## config.mk

```make
export PLATFORM = sky130hd
export DESIGN_NAME = conversor_sinal_bcd
export DESIGN_NICKNAME = d
export VERILOG_FILES = /design/src/rtl/conversor_sinal_bcd_pkg.sv /design/src/rtl/conversor_sinal_bcd_ajuste_add3.sv /design/src/rtl/conversor_sinal_bcd.sv
export SDC_FILE = /design/constraint.sdc
export NUM_CORES = 1
export LEC_CHECK = 0
export BUFFER_PORTS_ARGS = -buffer_cell sky130_fd_sc_hd__clkbuf_2
export CAP_MARGIN = 20
export CORE_UTILIZATION = 25
export CTS_CLUSTER_DIAMETER = 60
export DETAILED_ROUTE_END_ITERATION = 8
export PLACE_DENSITY = 0.49
export SYNTH_ARGS = -nofsm -noshare
export SYNTH_HDL_FRONTEND = slang
export SYNTH_SLANG_ARGS = --single-unit
```

## constraint.sdc

```tcl
create_clock -name clk -period 1.4 [get_ports clk]
set_input_delay 0.07 -clock clk [delete_from_list [all_inputs] [get_ports clk]]
set_output_delay 0.07 -clock clk [all_outputs]
set_load 0.005 [all_outputs]
```

## src/rtl/conversor_sinal_bcd_pkg.sv

```systemverilog
// Shared definitions for the signed/unsigned BCD display path:
// FSM states, default widths and double-dabble nibble constants.
package conversor_sinal_bcd_pkg;

  typedef enum logic [1:0] {
    OCIOSO   = 2'd0,
    CONVERTE = 2'd1,
    FIM      = 2'd2
  } estado_t;

  localparam int unsigned LARGURA_PADRAO = 8;
  localparam int unsigned DIGITOS_PADRAO = 3;

  localparam logic [3:0] LIMIAR_AJUSTE = 4'd5;
  localparam logic [3:0] AJUSTE        = 4'd3;

endpackage

```

## src/rtl/conversor_sinal_bcd_ajuste_add3.sv

```systemverilog
// Double-dabble digit correction: nibbles of 5 or more get +3 before the shift.
module ajuste_add3
  import conversor_sinal_bcd_pkg::*;
(
  input  logic [3:0] entrada_i,
  output logic [3:0] saida_o
);

  always_comb begin
    saida_o = entrada_i;
    if (entrada_i >= LIMIAR_AJUSTE) begin
      saida_o = entrada_i + AJUSTE;
    end
  end

endmodule

```

## src/rtl/conversor_sinal_bcd.sv

```systemverilog
// Sign/magnitude BCD converter for the adder result, one double-dabble bit per clock,
// with start/busy/done handshake; outputs change only on completion.
module conversor_sinal_bcd
  import conversor_sinal_bcd_pkg::*;
#(
  parameter int unsigned LARGURA = LARGURA_PADRAO,
  parameter int unsigned DIGITOS = DIGITOS_PADRAO
) (
  input  logic                   clk,
  input  logic                   rst,
  input  logic                   inicio,
  input  logic [LARGURA-1:0]     entrada,
  input  logic                   com_sinal,
  output logic                   ocupado,
  output logic                   pronto,
  output logic                   negativo,
  output logic [4*DIGITOS-1:0]   bcd
);

  localparam int unsigned CW = (LARGURA > 1) ? $clog2(LARGURA) : 1;
  localparam int unsigned BW = 4 * DIGITOS;

  estado_t            estado_q, estado_d;
  logic [LARGURA-1:0] mag_q, mag_d;
  logic [BW-1:0]      scratch_q, scratch_d;
  logic [CW-1:0]      contador_q, contador_d;
  logic               neg_int_q, neg_int_d;
  logic [BW-1:0]      bcd_q, bcd_d;
  logic               negativo_q, negativo_d;

  logic [BW-1:0]      ajustado;
  logic [BW-1:0]      scratch_desloc;
  logic               aceita_neg;

  for (genvar g = 0; g < DIGITOS; g++) begin : g_ajuste
    ajuste_add3 u_ajuste (
      .entrada_i (scratch_q[4*g +: 4]),
      .saida_o   (ajustado[4*g +: 4])
    );
  end

  assign scratch_desloc = {ajustado[BW-2:0], mag_q[LARGURA-1]};
  assign aceita_neg     = com_sinal & entrada[LARGURA-1];

  always_ff @(posedge clk) begin
    if (rst) begin
      estado_q   <= OCIOSO;
      mag_q      <= '0;
      scratch_q  <= '0;
      contador_q <= '0;
      neg_int_q  <= 1'b0;
      bcd_q      <= '0;
      negativo_q <= 1'b0;
    end else begin
      estado_q   <= estado_d;
      mag_q      <= mag_d;
      scratch_q  <= scratch_d;
      contador_q <= contador_d;
      neg_int_q  <= neg_int_d;
      bcd_q      <= bcd_d;
      negativo_q <= negativo_d;
    end
  end

  always_comb begin
    estado_d   = estado_q;
    mag_d      = mag_q;
    scratch_d  = scratch_q;
    contador_d = contador_q;
    neg_int_d  = neg_int_q;
    bcd_d      = bcd_q;
    negativo_d = negativo_q;

    case (estado_q)
      OCIOSO: begin
        if (inicio) begin
          // Most-negative input negates to itself, which read unsigned is 2^(LARGURA-1).
          mag_d      = aceita_neg ? (-entrada) : entrada;
          neg_int_d  = aceita_neg;
          scratch_d  = '0;
          contador_d = '0;
          estado_d   = CONVERTE;
        end
      end
      CONVERTE: begin
        scratch_d  = scratch_desloc;
        mag_d      = mag_q << 1;
        contador_d = contador_q + CW'(1);
        if (contador_q == CW'(LARGURA - 1)) begin
          bcd_d      = scratch_desloc;
          negativo_d = neg_int_q;
          estado_d   = FIM;
        end
      end
      FIM: begin
        estado_d = OCIOSO;
      end
      default: begin
        estado_d = OCIOSO;
      end
    endcase
  end

  assign ocupado  = (estado_q != OCIOSO);
  assign pronto   = (estado_q == FIM);
  assign negativo = negativo_q;
  assign bcd      = bcd_q;

endmodule

```

# Yosys cells after proc, flatten, opt, wreduce, memory -nomap -nowiden
# Cells that the tools add are included.
# op_classes
n_addsub	5
n_bitwise	1
n_eq_ne	5
reduce_logical	7
mux	13
magnitude_cmp	3
# op_table
cell	count
$pmux 12 s2	1
$mux 8	2
$pmux 8 s2	1
$ge 4x3->1 const B	3
$mux 12	1
$add 4x2->4 const B	2
$mux 4	2
$neg 8->8	1
$reduce_and 2->1	4
$mux 3	2
$pmux 3 s2	1
$mux 2	2
$ne 2x2->1 const B	2
$pmux 2 s2	1
$reduce_bool 2->1	2
$add 3x1->3 const B	1
$add 3x2->3 const B	1
$eq 3x3->1 const B	1
$eq 2x1->1 const B	1
$eq 2x2->1 const B	1
$logic_not 2->1	1
$and 1x1->1	1
# totals
register_bits	39
in_bits	12

# Logic depth before layout (Yosys ltp)
# Gate-level depths: netlist (run 1).
# logic_depth
word_depth	4
ltp_mapped	6

# Modules after synthesis
# A second synthesis (run 1) with hierarchy kept.
# hier_totals
cells_unflattened	222
hier_area_um2	1844.3
# modules_own_cells
mod	cells_each	area_each_um2	instances
conversor_sinal_bcd	174	1540.2	1
ajuste_add3	16	101.3	3

# Least setup slack after synthesis (run 1)
# OpenSTA, ideal clock, no wires.
# synth_path
kind	register to register
startpoint	register scratch_q[0]
endpoint	register scratch_q[2]
slack_ns	-0.036
arrival_time_ns	1.362
path_stages_with_launch	7
t_required_ns	1.326
n_path_buf	0
cell_sequence	dfxtp_1 -> inv_1 -> ha_1 -> nand2b_1 -> a21oi_1 -> mux2_2 -> o21ai_0
# synth_via
elab_chain_cells	3
# synth_lines
element	line_no	rtl
start: declaration	conversor_sinal_bcd.sv:25	logic [BW-1:0] scratch_q, scratch_d;
start signal: assignment	conversor_sinal_bcd.sv:57	scratch_q <= scratch_d;
$add 4x2->4 / $ge 4x3->1 (equally long branches)	conversor_sinal_bcd_ajuste_add3.sv:12, conversor_sinal_bcd_ajuste_add3.sv:11	
$mux 4 (*)	conversor_sinal_bcd_ajuste_add3.sv:11	if (entrada_i >= LIMIAR_AJUSTE) begin
$pmux 12 s2 (*)	conversor_sinal_bcd.sv:74	case (estado_q)
# Mark *: on every way between the ends. The rest lies on a longest branch, timed or not.
# A chain may end at the register's enable or synchronous reset.

# Worst setup path after layout (run 1)
# layout_path
startpoint	register scratch_q[5]
endpoint	register scratch_q[6]
# Same word-level chain as after synthesis.

==> results of run 1 <==
## routing by layer
layer,routed length (microns),part of all wire,track usage,vias to the layer above
met5,0,0,0,-
met4,59,0.013,0.04329,0
met3,202,0.044,0.03878,6
met2,2026,0.44,0.1950,42
met1,2280,0.50,0.1644,802
li1,-,-,-,874
## cells in the final DEF, fill, tap and decap left out, types with 4 or more instances in the layout
cell                       netlist  layout
sky130_fd_sc_hd__o21ai_1         5       9
sky130_fd_sc_hd__a22oi_1         5       5
sky130_fd_sc_hd__clkbuf_8        0       5
sky130_fd_sc_hd__buf_4           0      24
sky130_fd_sc_hd__ha_1            9       4
sky130_fd_sc_hd__inv_1          10       7
sky130_fd_sc_hd__nor3_1         10      10
sky130_fd_sc_hd__nand3b_1       14      14
sky130_fd_sc_hd__xnor2_1         6       5
sky130_fd_sc_hd__dfxtp_2         0       6
sky130_fd_sc_hd__nand2_1        13      13
sky130_fd_sc_hd__a21oi_1        18      15
sky130_fd_sc_hd__nor2_1         19      19
sky130_fd_sc_hd__clkbuf_2        0      26
sky130_fd_sc_hd__o21ai_0        14       9
sky130_fd_sc_hd__nand3_1         7       6
sky130_fd_sc_hd__dfxtp_1        39      33
## power by group through the flow
| stage | Clock [W] | Combinational, W | Sequential, W |
|---|---|---|---|
| after detailed placement | 0 | 0.000222 | 0.00117 |
| after floorplan | 0 | 0.000138 | 0.00117 |
| after global placement | 0 | 0.000222 | 0.00117 |
| final | 0.000749 | 0.000230 | 0.00115 |
| after global routing | 0.000823 | 0.000257 | 0.00115 |
| after CTS | 0.000779 | 0.000225 | 0.00115 |
## critical path, delay by kind of cell (launching register included)
| family | cells | cell delay (ns) |
|---|---|---|
| mux | 1 | 0.32 |
| fa+ha+maj | 1 | 0.17 |
| simple gates | 1 | 0.15 |
| compound gates | 2 | 0.28 |
| buf+inv | 1 | 0.06 |
| flops | 1 | 0.33 |
## final timing paths
check        slack, ns  depth (start not counted)      endpoint
max               0.04                          6  scratch_q[6]
min               0.07                          3      mag_q[0]
max reg2reg       0.04                          6  scratch_q[6]
min reg2reg       0.46                          2      negativo
## cells by family after synthesis
family,count (synthesis),synth area share
AOI/OAI and AO/OA,55,0.1811
and+or+nand+nor,86,0.2507
DFF,39,0.4094
xor gates and xnor gates,6,0.02756
buffers and inverters,23,0.04856
adders and majority gates,9,0.05906
muxes,4,0.02362
## stage by stage
| stage | area (sq um) | total power (W) |
|---|---|---|
| floorplan | 1918 | 0.001308 |
| global placement | 2290 | 0.001394 |
| detailed placement | 2290 | 0.001394 |
| CTS | 2410 | 0.002149 |
| global route | 2531 | 0.002230 |
| finish | 2531 | 0.002126 |
## registers in the layout (all words and copies together), names as in the netlist
| signal | cells |
|---|---|
| mag_q | 8 |
| bcd | 12 |
| negativo | 1 |
| neg_int_q | 1 |
| scratch_q | 12 |
| contador_q | 3 |
| estado_q | 2 |
## timing repair
| action | CTS | global route |
|---|---|---|
| setup buffers | 1 | 1 |
| pin swaps | 3 | 8 |
| endpoints found under the setup margin | 8 | 25 |
| gates resized for setup | 9 | 33 |
## cell type report
type                            instances  area, sq um  area share
Multi-Input combinational cell        160         1175      0.4642
Sequential cell                        39        788.3      0.3114
Timing Repair Buffer                   51        321.6      0.1270
Tap cell                               99        123.9     0.04894
Clock buffer                            6        72.57     0.02867
Inverter                               10        37.54     0.01483
Clock inverter                          2        12.51    0.004943
==> Implementation_results.wiki, run 1 <==
{| class="wikitable"
! Metric !! Value
|-
| Outcome || finished, final reports clean
|-
| Wire per inst || around 12 microns
|-
| Std cell rows || 31
|-
| Type of the worst setup path || reg -> reg
|-
| Number of max-slew violations in the final report || 0
|-
| Filler cells || 760
|-
| Global-route usage over all layers || 0.1255
|-
| Wire length of the first global-routing pass || about 7500 microns
|-
| Post-synthesis net count || 243
|-
| CTS clock-pin slew for the worst setup and hold paths || 0.08 ns
|-
| Share of post-route cells with drive strength above 1 || 0.3619
|-
| CTS tree || yes
|-
| Number of buffers inserted for hold repair after clock tree synthesis || 0
|-
| Overall die area || 7981 sq um
|-
| Part of the cycle the worst path needs || 0.9713
|-
| Worst Setup End Kind || register
|-
| Post-DP HPWL || 3240 microns
|-
| GRT Residual Overflow || 0
|-
| Worst-path cell chain || inv_2, ha_1, nand2b_4, a21oi_4, mux2_4, o21ai_1
|-
| H-tree Lvls || 2
|-
| Remaining number of nets flagged by the antenna check after routing || 0
|-
| Clock group share of total power || 0.352
|-
| Syn_area_per_cell || about 8.6 sq um
|-
| Clock Skews || 0.01174 ns
|-
| # nets final || 288
|-
| Library cells used by synthesis || 36
|-
| Worst skew pair latency || 0.29 ns
|-
| # port buffers || 26
|-
| Number of endpoints failing setup at the final stage || 0
|-
| Overall routed net length || 4568 microns
|-
| Data required time at the worst endpoint || 1.63 ns
|-
| Top cells by instance count after synthesis || sky130_fd_sc_hd__dfxtp_1 (39), sky130_fd_sc_hd__nor2_1 (19), sky130_fd_sc_hd__a21oi_1 (18), sky130_fd_sc_hd__nand3b_1 (14), sky130_fd_sc_hd__o21ai_0 (14)
|-
| Warnings from Yosys || 0
|-
| Number of maximum-capacitance constraint violations || 0
|-
| Cell taking the most area after synthesis || sky130_fd_sc_hd__dfxtp_1
|-
| Initial Utilization || 0.2601
|-
| Relative contribution of combinational cells to total power || 0.108
|-
| Max Fclk || 735.4 MHz
|-
| Number of non-filler instances in the completed layout || 367
|-
| Number of top-level pins || 27
|-
| Core box area || 7331 sq um
|-
| Launching instance or port of the critical path || scratch_q[5]
|-
| Path category of the worst min-delay check || in -> reg
|-
| Async SR Flop Fraction || 0
|-
| Critical path's slowest cell || sky130_fd_sc_hd__dfxtp_2
|-
| Critical path launch point type || register
|-
| Number of violations reported at the end of detailed-routing iteration 0 || 74
|-
| Most used flip-flop cell after synthesis || sky130_fd_sc_hd__dfxtp_1
|-
| Largest net degree at the start of global routing || 21
|-
| Reg2reg start || scratch_q[5]
|-
| Sequential fraction of the synthesis area || 0.4094
|-
| Slew @ Worst Pin || 0.3906 ns
|-
| Pwr/cell area || approximately 840 nW/um^2
|-
| Clk root buf || sky130_fd_sc_hd__clkbuf_8
|-
| Max-slew headroom at the worst pin || 0.7396
|-
| Area growth from synthesis to final layout || 32.74%
|-
| Chip Width || between 80 and 90 microns
|-
| Clock tree sinks || 39
|-
| Clock buffers created by TritonCTS || 5
|-
| DRC errors left || 0
|-
| Crit-path max FO || 3
|-
| Via Count || roughly 1700
|-
| Vert. Die Dim || approximately 90 microns
|-
| Count leader, synth || sky130_fd_sc_hd__dfxtp_1
|-
| Placed instance count || ~360
|-
| Worst path max stage delay || 0.33 ns
|-
| Cell count after synthesis || 222
|-
| Net Sw Power || 0.0005428 W
|-
| Maximum buffer depth of the clock tree || 2
|-
| Endpoint arrival time on the critical path || approximately 1.6 ns
|-
| Cell-internal power || around 0.0016 W
|-
| Biggest area contributors in the synthesized netlist || sky130_fd_sc_hd__dfxtp_1 (41%), sky130_fd_sc_hd__ha_1 (5.9%), sky130_fd_sc_hd__nand3b_1 (5.5%), sky130_fd_sc_hd__a21oi_1 (4.7%), sky130_fd_sc_hd__nor2_1 (3.7%)
|-
| Final setup margin || 0.04019 ns
|-
| Number of enable flip-flop cells after synthesis || 0
|-
| Worst Setup Slack post-DPL || -0.05151 ns
|-
| Via density || ~4.7
|-
| Vias in the first global route || 1544
|-
| Total Neg Setup Slack || 0 ns
|-
| VDD IR max || 0.3792 mV
|-
| Share of total power consumed by net switching || 0.2554
|-
| Leakage power summed over all cells || 0.9562 nW
|-
| Antenna diode count || 0
|-
| Post-Route Hold Slack || 0.06946 ns
|-
| Minimum clock period || 1.360 ns
|-
| Yosys reg bits || 39
|-
| Area of the mapped netlist || 1907 sq um
|-
| Iteration count of the initial detailed-routing pass || 4
|-
| Routability congestion estimate || 0.7483
|-
| Area share of the largest cell type after synthesis || 0.4094
|-
| Initial antenna violation count || 0
|-
| Share of the core filled with cells in the final layout || 0.3453
|-
| Final Hold Fails || 0
|-
| Worst hold path startpoint || entrada[0]
|-
| Relative contribution of sequential cells to total power || 0.539
|}
Power figures use the tool's default switching activity.
==> inputs of run 2 (changes only) <==
- MAX_ROUTING_LAYER: default -> met4
==> run 2 against run 1 <==
- clock skew is 0.00063 ns lower
- routed wire length grew 0.59%
- final area unchanged
- die area stayed put
- critical path type unchanged
- critical endpoint unchanged
==> Implementation_results.wiki, run 2 (synthesis gave the netlist of run 1 again) <==
{| class="wikitable"
! Metric !! Value
|-
| Iteration count of the initial detailed-routing pass || 4
|-
| CTS tree || yes
|-
| Max-slew headroom at the worst pin || 0.7388
|-
| Setup slack of the most critical reg-to-reg path || 0.04 ns
|-
| Via Count || around 1700
|-
| Path category of the worst min-delay check || in -> reg
|-
| Maximum buffer depth of the clock tree || 2
|-
| Power, Total || 0.002126 W
|-
| Clk root buf || sky130_fd_sc_hd__clkbuf_8
|-
| Std cell rows || 31
|-
| Filler cells || 760
|-
| Crit-path max FO || 3
|-
| Minimum clock period || about 1.4 ns
|-
| Number of top-level pins || 27
|-
| Type of the worst setup path || reg -> reg
|-
| CTS clock-pin slew for the worst setup and hold paths || around 0.08 ns
|-
| Vert. Die Dim || 89.34 microns
|-
| Slew @ Worst Pin || 0.3918 ns
|-
| Clock buffers created by TritonCTS || 5
|-
| Worst skew pair latency || approximately 0.3 ns
|-
| Post-DP HPWL || 3240 microns
|-
| Wire per inst || 12.52 microns
|-
| Number of endpoints failing setup at the final stage || 0
|-
| Worst Setup End Kind || register
|-
| Number of max-slew violations in the final report || 0
|-
| Share of post-route cells with drive strength above 1 || 0.3619
|-
| Core box area || 7331 sq um
|-
| Overall die area || roughly 8000 sq um
|-
| # nets final || 288
|-
| Routability congestion estimate || 0.7578
|-
| Largest net degree at the start of global routing || 21
|-
| VDD IR max || 0.3796 mV
|-
| Part of the cycle the worst path needs || 0.9732
|-
| DRC errors left || 0
|-
| Via density || 4.692
|-
| Critical path launch point type || register
|-
| Outcome || finished, final reports clean
|-
| Vias in the first global route || 1551
|-
| Antenna diode count || 0
|-
| Final Hold Fails || 0
|-
| Overall routed net length || 4595 microns
|-
| Pwr/cell area || about 840 nW/um^2
|-
| Chip Width || 89.34 microns
|-
| # port buffers || 26
|-
| Number of maximum-capacitance constraint violations || 0
|-
| Leakage power summed over all cells || 0.9562 nW
|-
| GRT Residual Overflow || 0
|-
| Initial Utilization || 0.2601
|-
| Clock Skews || about 0.011 ns
|-
| Total Neg Setup Slack || 0 ns
|-
| Global-route usage over all layers || 0.1293
|-
| Area growth from synthesis to final layout || 32.74%
|-
| Clock tree sinks || 39
|-
| H-tree Lvls || 2
|-
| Number of violations reported at the end of detailed-routing iteration 0 || 76
|-
| Max Fclk || around 730 MHz
|-
| Remaining number of nets flagged by the antenna check after routing || 0
|-
| Endpoint arrival time on the critical path || 1.59 ns
|-
| Leading cell types in the layout, fill and taps excluded || sky130_fd_sc_hd__dfxtp_1 (33), sky130_fd_sc_hd__clkbuf_2 (26), sky130_fd_sc_hd__buf_4 (24)
|-
| Wire length of the first global-routing pass || ~7500 microns
|-
| Data required time at the worst endpoint || 1.63 ns
|-
| Commonest non-fill, non-tap cell in the layout || sky130_fd_sc_hd__dfxtp_1
|-
| Initial antenna violation count || 0
|}
[run 2: cell counts in the layout (fill, tap and decap cells not counted)]
No cell type changed its count.
[run 2: cell type report]
| cell class | count | area, sq um | share of cell area |
|---|---|---|---|
| clock buffer | 6 | 72.57 | 0.02867 |
| clock inverter | 2 | 12.51 | 0.004943 |
| inverter | 10 | 37.54 | 0.01483 |
| multi-input combinational | 160 | 1175 | 0.4642 |
| sequential | 39 | 788.3 | 0.3114 |
| tap | 99 | 123.9 | 0.04894 |
| timing repair buffer | 51 | 321.6 | 0.1270 |
[run 2: repair_timing]
action | 4_1_cts | 5_1_grt
buffers inserted | 1 | 1
gates resized for setup | 9 | 33
pin swaps | 3 | 8
endpoints found under the setup margin | 8 | 25
hold buffers | 0 | 0
[run 2: power breakdown]
part	total, W	switching (W)	internal (W)
registers	0.00115	0.0000137	0.00113
logic	0.000230	0.000129	0.000102
clock network	0.000749	0.000401	0.000348
[run 2: path summary, 6_finish.rpt]
check | startpoint | end | depth (start not counted)
hold / removal | entrada[0] | mag_q[0] | 3
setup / recovery | scratch_q[5] | scratch_q[6] | 6
setup reg to reg | scratch_q[5] | scratch_q[6] | 6
hold reg to reg | neg_int_q | negativo | 2
[run 2: per-layer routing]
| metal | global-route usage | share of wire |
|---|---|---|
| met5 | - | 0 |
| met4 | 0.05195 | 0.0074 |
| met3 | 0.03324 | 0.042 |
| met2 | 0.1950 | 0.45 |
| met1 | 0.1644 | 0.50 |
[run 2: critical path, stage by stage, from the launching register on]
cell	delay (ns)
sky130_fd_sc_hd__dfxtp_2	0.33
sky130_fd_sc_hd__inv_2	0.06
sky130_fd_sc_hd__ha_1	0.17
sky130_fd_sc_hd__nand2b_4	0.15
sky130_fd_sc_hd__a21oi_4	0.17
sky130_fd_sc_hd__mux2_4	0.32
sky130_fd_sc_hd__o21ai_1	0.11
[run 2: per-stage QoR]
step	worst slack (ns)	area (sq um)	utilization	hold WS (ns)	cells
2_1_floorplan	0.002882	1918	-	0.2183	222
3_3_place_gp	-0.07033	2290	0.3123	0.3707	357
3_5_place_dp	-0.05151	2290	0.3123	0.3778	357
4_1_cts	0.002765	2410	0.3287	0.07234	366
5_1_grt	-0.01484	2531	0.3453	0.08209	367
6_report	0.03752	2531	0.3453	0.06866	367
==> inputs of run 3 (changes only) <==
- ABC_AREA: default -> 1
==> run 3 against run 2 <==
- critical path type unchanged
- final cell count increased by 12%
- setup slack got worse by 0.012 ns
- highest routed layer unchanged
- flip-flop and latch count unchanged
==> Implementation_results.wiki, run 3 <==
{| class="wikitable"
! Metric !! Value
|-
| Core box area || roughly 7400 sq um
|-
| Top cells by instance count after synthesis || sky130_fd_sc_hd__nand2_1 (71), sky130_fd_sc_hd__dfxtp_1 (39), sky130_fd_sc_hd__nand3_1 (37), sky130_fd_sc_hd__inv_1 (31), sky130_fd_sc_hd__a21oi_1 (26)
|-
| Worst path max stage delay || 0.35 ns
|-
| Maximum buffer depth of the clock tree || 2
|-
| Outcome || finished, final reports clean
|-
| Remaining number of nets flagged by the antenna check after routing || 0
|-
| Overall die area || 8221 sq um
|-
| Vias in the first global route || 1733
|-
| Number of enable flip-flop cells after synthesis || 0
|-
| Wire per inst || 11.73 microns
|-
| Clk root buf || sky130_fd_sc_hd__clkbuf_8
|-
| Area growth from synthesis to final layout || 23.23%
|-
| Clock Skews || 0.003215 ns
|-
| Area share of the largest cell type after synthesis || 0.3972
|-
| CTS tree || yes
|-
| GRT Residual Overflow || 0
|-
| Async SR Flop Fraction || 0
|-
| Sequential fraction of the synthesis area || 0.3972
|-
| H-tree Lvls || 2
|-
| Via density || 4.434
|-
| Initial antenna violation count || 0
|-
| Slew @ Worst Pin || between 0.3 and 0.4 ns
|-
| CTS clock-pin slew for the worst setup and hold paths || about 0.07 ns
|-
| Cell count after synthesis || 277
|-
| Number of buffers inserted for hold repair after clock tree synthesis || 0
|-
| Share of post-route cells with drive strength above 1 || 0.2492
|-
| Number of endpoints failing setup at the final stage || 0
|-
| Library cells used by synthesis || 28
|-
| Path category of the worst min-delay check || in -> reg
|-
| Clock buffers created by TritonCTS || 5
|-
| Global-route usage over all layers || 0.1276
|-
| Part of the cycle the worst path needs || 0.9816
|-
| Pwr/cell area || 919.8 nW/um^2
|-
| Share of the core filled with cells in the final layout || 0.3270
|-
| Yosys reg bits || 39
|-
| Largest net degree at the start of global routing || 24
|-
| Number of maximum-capacitance constraint violations || 0
|-
| Vert. Die Dim || between 90 and 100 microns
|-
| Worst-path cell chain || inv_2, ha_2, o21ai_1, o21ai_0, or2_2, a21oi_1
|-
| Max Fclk || ~730 MHz
|-
| # nets final || between 300 and 400
|-
| Post-synthesis net count || roughly 300
|-
| Area of the mapped netlist || 1966 sq um
|-
| Placed instance count || approximately 400
|-
| VDD IR max || 0.3023 mV
|-
| Most used flip-flop cell after synthesis || sky130_fd_sc_hd__dfxtp_1
|-
| Critical path's slowest cell || sky130_fd_sc_hd__dfxtp_1
|-
| Number of violations reported at the end of detailed-routing iteration 0 || 51
|-
| Routability congestion estimate || 0.8569
|-
| Crit-path max FO || 3
|-
| Worst Setup End Kind || register
|-
| Overall routed net length || roughly 4800 microns
|-
| Commonest non-fill, non-tap cell in the layout || sky130_fd_sc_hd__nand2_1
|-
| Minimum clock period || ~1.4 ns
|-
| Via Count || 1827
|-
| Cell taking the most area after synthesis || sky130_fd_sc_hd__dfxtp_1
|-
| Worst skew pair latency || 0.29 ns
|-
| Number of max-slew violations in the final report || 0
|-
| DRC errors left || 0
|-
| Data required time at the worst endpoint || 1.62 ns
|-
| Warnings from Yosys || 0
|-
| Chip Width || 90.67 microns
|-
| Syn_area_per_cell || roughly 7 sq um
|-
| Wire length of the first global-routing pass || ~8100 microns
|-
| Clock tree sinks || 39
|-
| Biggest area contributors in the synthesized netlist || sky130_fd_sc_hd__dfxtp_1 (40%), sky130_fd_sc_hd__nand2_1 (14%), sky130_fd_sc_hd__nand3_1 (9.4%), sky130_fd_sc_hd__a21oi_1 (6.6%), sky130_fd_sc_hd__inv_1 (5.9%)
|-
| Leakage power summed over all cells || about 1.1 nW
|-
| Post-DP HPWL || 3476 microns
|-
| Initial Utilization || 0.2653
|-
| Std cell rows || 31
|-
| Antenna diode count || 0
|-
| Number of non-filler instances in the completed layout || 412
|-
| Count leader, synth || sky130_fd_sc_hd__nand2_1
|-
| Final Hold Fails || 0
|-
| Endpoint arrival time on the critical path || 1.60 ns
|-
| Type of the worst setup path || reg -> reg
|-
| Max-slew headroom at the worst pin || 0.7405
|-
| Leading cell types in the layout, fill and taps excluded || sky130_fd_sc_hd__nand2_1 (67), sky130_fd_sc_hd__nand3_1 (36), sky130_fd_sc_hd__dfxtp_1 (34)
|-
| # port buffers || 26
|-
| Iteration count of the initial detailed-routing pass || 4
|-
| Number of top-level pins || 27
|-
| Critical path launch point type || register
|-
| Filler cells || 815
|}
==> run 3: changes by cell type after synthesis, moves of 6 or more <==
cell / before / now
sky130_fd_sc_hd__a21oi_1: 18 / 26
sky130_fd_sc_hd__clkbuf_1: 8 / 2
sky130_fd_sc_hd__inv_1: 10 / 31
sky130_fd_sc_hd__nand2_1: 13 / 71
sky130_fd_sc_hd__nand3_1: 7 / 37
sky130_fd_sc_hd__nand3b_1: 14 / 0
sky130_fd_sc_hd__nor2_1: 19 / 9
sky130_fd_sc_hd__nor3_1: 10 / 0
sky130_fd_sc_hd__xnor2_1: 6 / 0
==> run 3: final timing paths <==
kind	startpoint	endpoint	slack, ns	cells past startpoint
setup / recovery	scratch_q[5]	scratch_q[7]	0.03	6
hold / removal	entrada[0]	mag_q[0]	0.04	3
setup reg to reg	scratch_q[5]	scratch_q[7]	0.03	6
hold reg to reg	contador_q[0]	contador_q[0]	0.43	1
==> run 3: final cells by class <==
cell class	count	area [sq um]	share of cell area
sequential	39	787.0	0.3249
inverter	37	146.4	0.06043
timing repair buffer	36	217.7	0.08988
tap	99	123.9	0.05114
clock buffer	8	100.1	0.04132
multi-input combinational	193	1047	0.4323
==> run 3: cell families after synthesis <==
group                    count (synthesis)  share of synthesized area
AND/OR/NAND/NOR                        127                     0.2928
AO/OA/AOI/OAI                           57                     0.1572
buffers and inverters                   45                    0.09549
flip-flops                              39                     0.3972
adder cells (fa/ha/maj)                  9                    0.05729
==> run 3: report_power, final <==
part	total (W)	switching [W]	internal [W]
Clock	0.000843	0.000393	0.000450
Sequential	0.00115	0.0000140	0.00114
Combinational	0.000235	0.000149	0.0000856
==> run 3: critical path: cells and delay by family, from the launching register on <==
kind,cells,cell delay (ns)
and+or+nand+nor,1,0.29
AOI/OAI and AO/OA,3,0.43
adders and majority gates,1,0.19
buffers and inverters,1,0.06
DFF,1,0.35
==> run 3: per-stage QoR <==
stage / total power, W / area, sq um / hold WS (ns) / setup TNS (ns) / setup slack, ns
2_1_floorplan: 0.001328 / 1966 / 0.1391 / 0 / 0.1065
3_3_place_gp: 0.001412 / 2253 / 0.3443 / 0 / 0.03124
3_5_place_dp: 0.001411 / 2253 / 0.3473 / -0.003103 / -0.003103
4_1_cts: 0.002262 / 2360 / 0.03340 / 0 / 0.007276
5_1_grt: 0.002352 / 2422 / 0.06847 / -0.09197 / -0.07967
6_report: 0.002228 / 2422 / 0.03947 / 0 / 0.02572
==> run 3: repair_timing <==
| action | in CTS | in global routing |
|---|---|---|
| cloned | 0 | 0 |
| pin swaps | 0 | 5 |
| setup buffers | 0 | 1 |
| gates resized for setup | 2 | 25 |
| endpoints found under the setup margin | 2 | 19 |
| hold endpoints to repair | 0 | 0 |
==> run 3: routing by layer <==
metal  global-route usage  wire length [microns]
met1               0.1622                   2435
met2               0.2001                   2201
met5                    -                      0
met4              0.03629                     42
met3              0.03114                    153
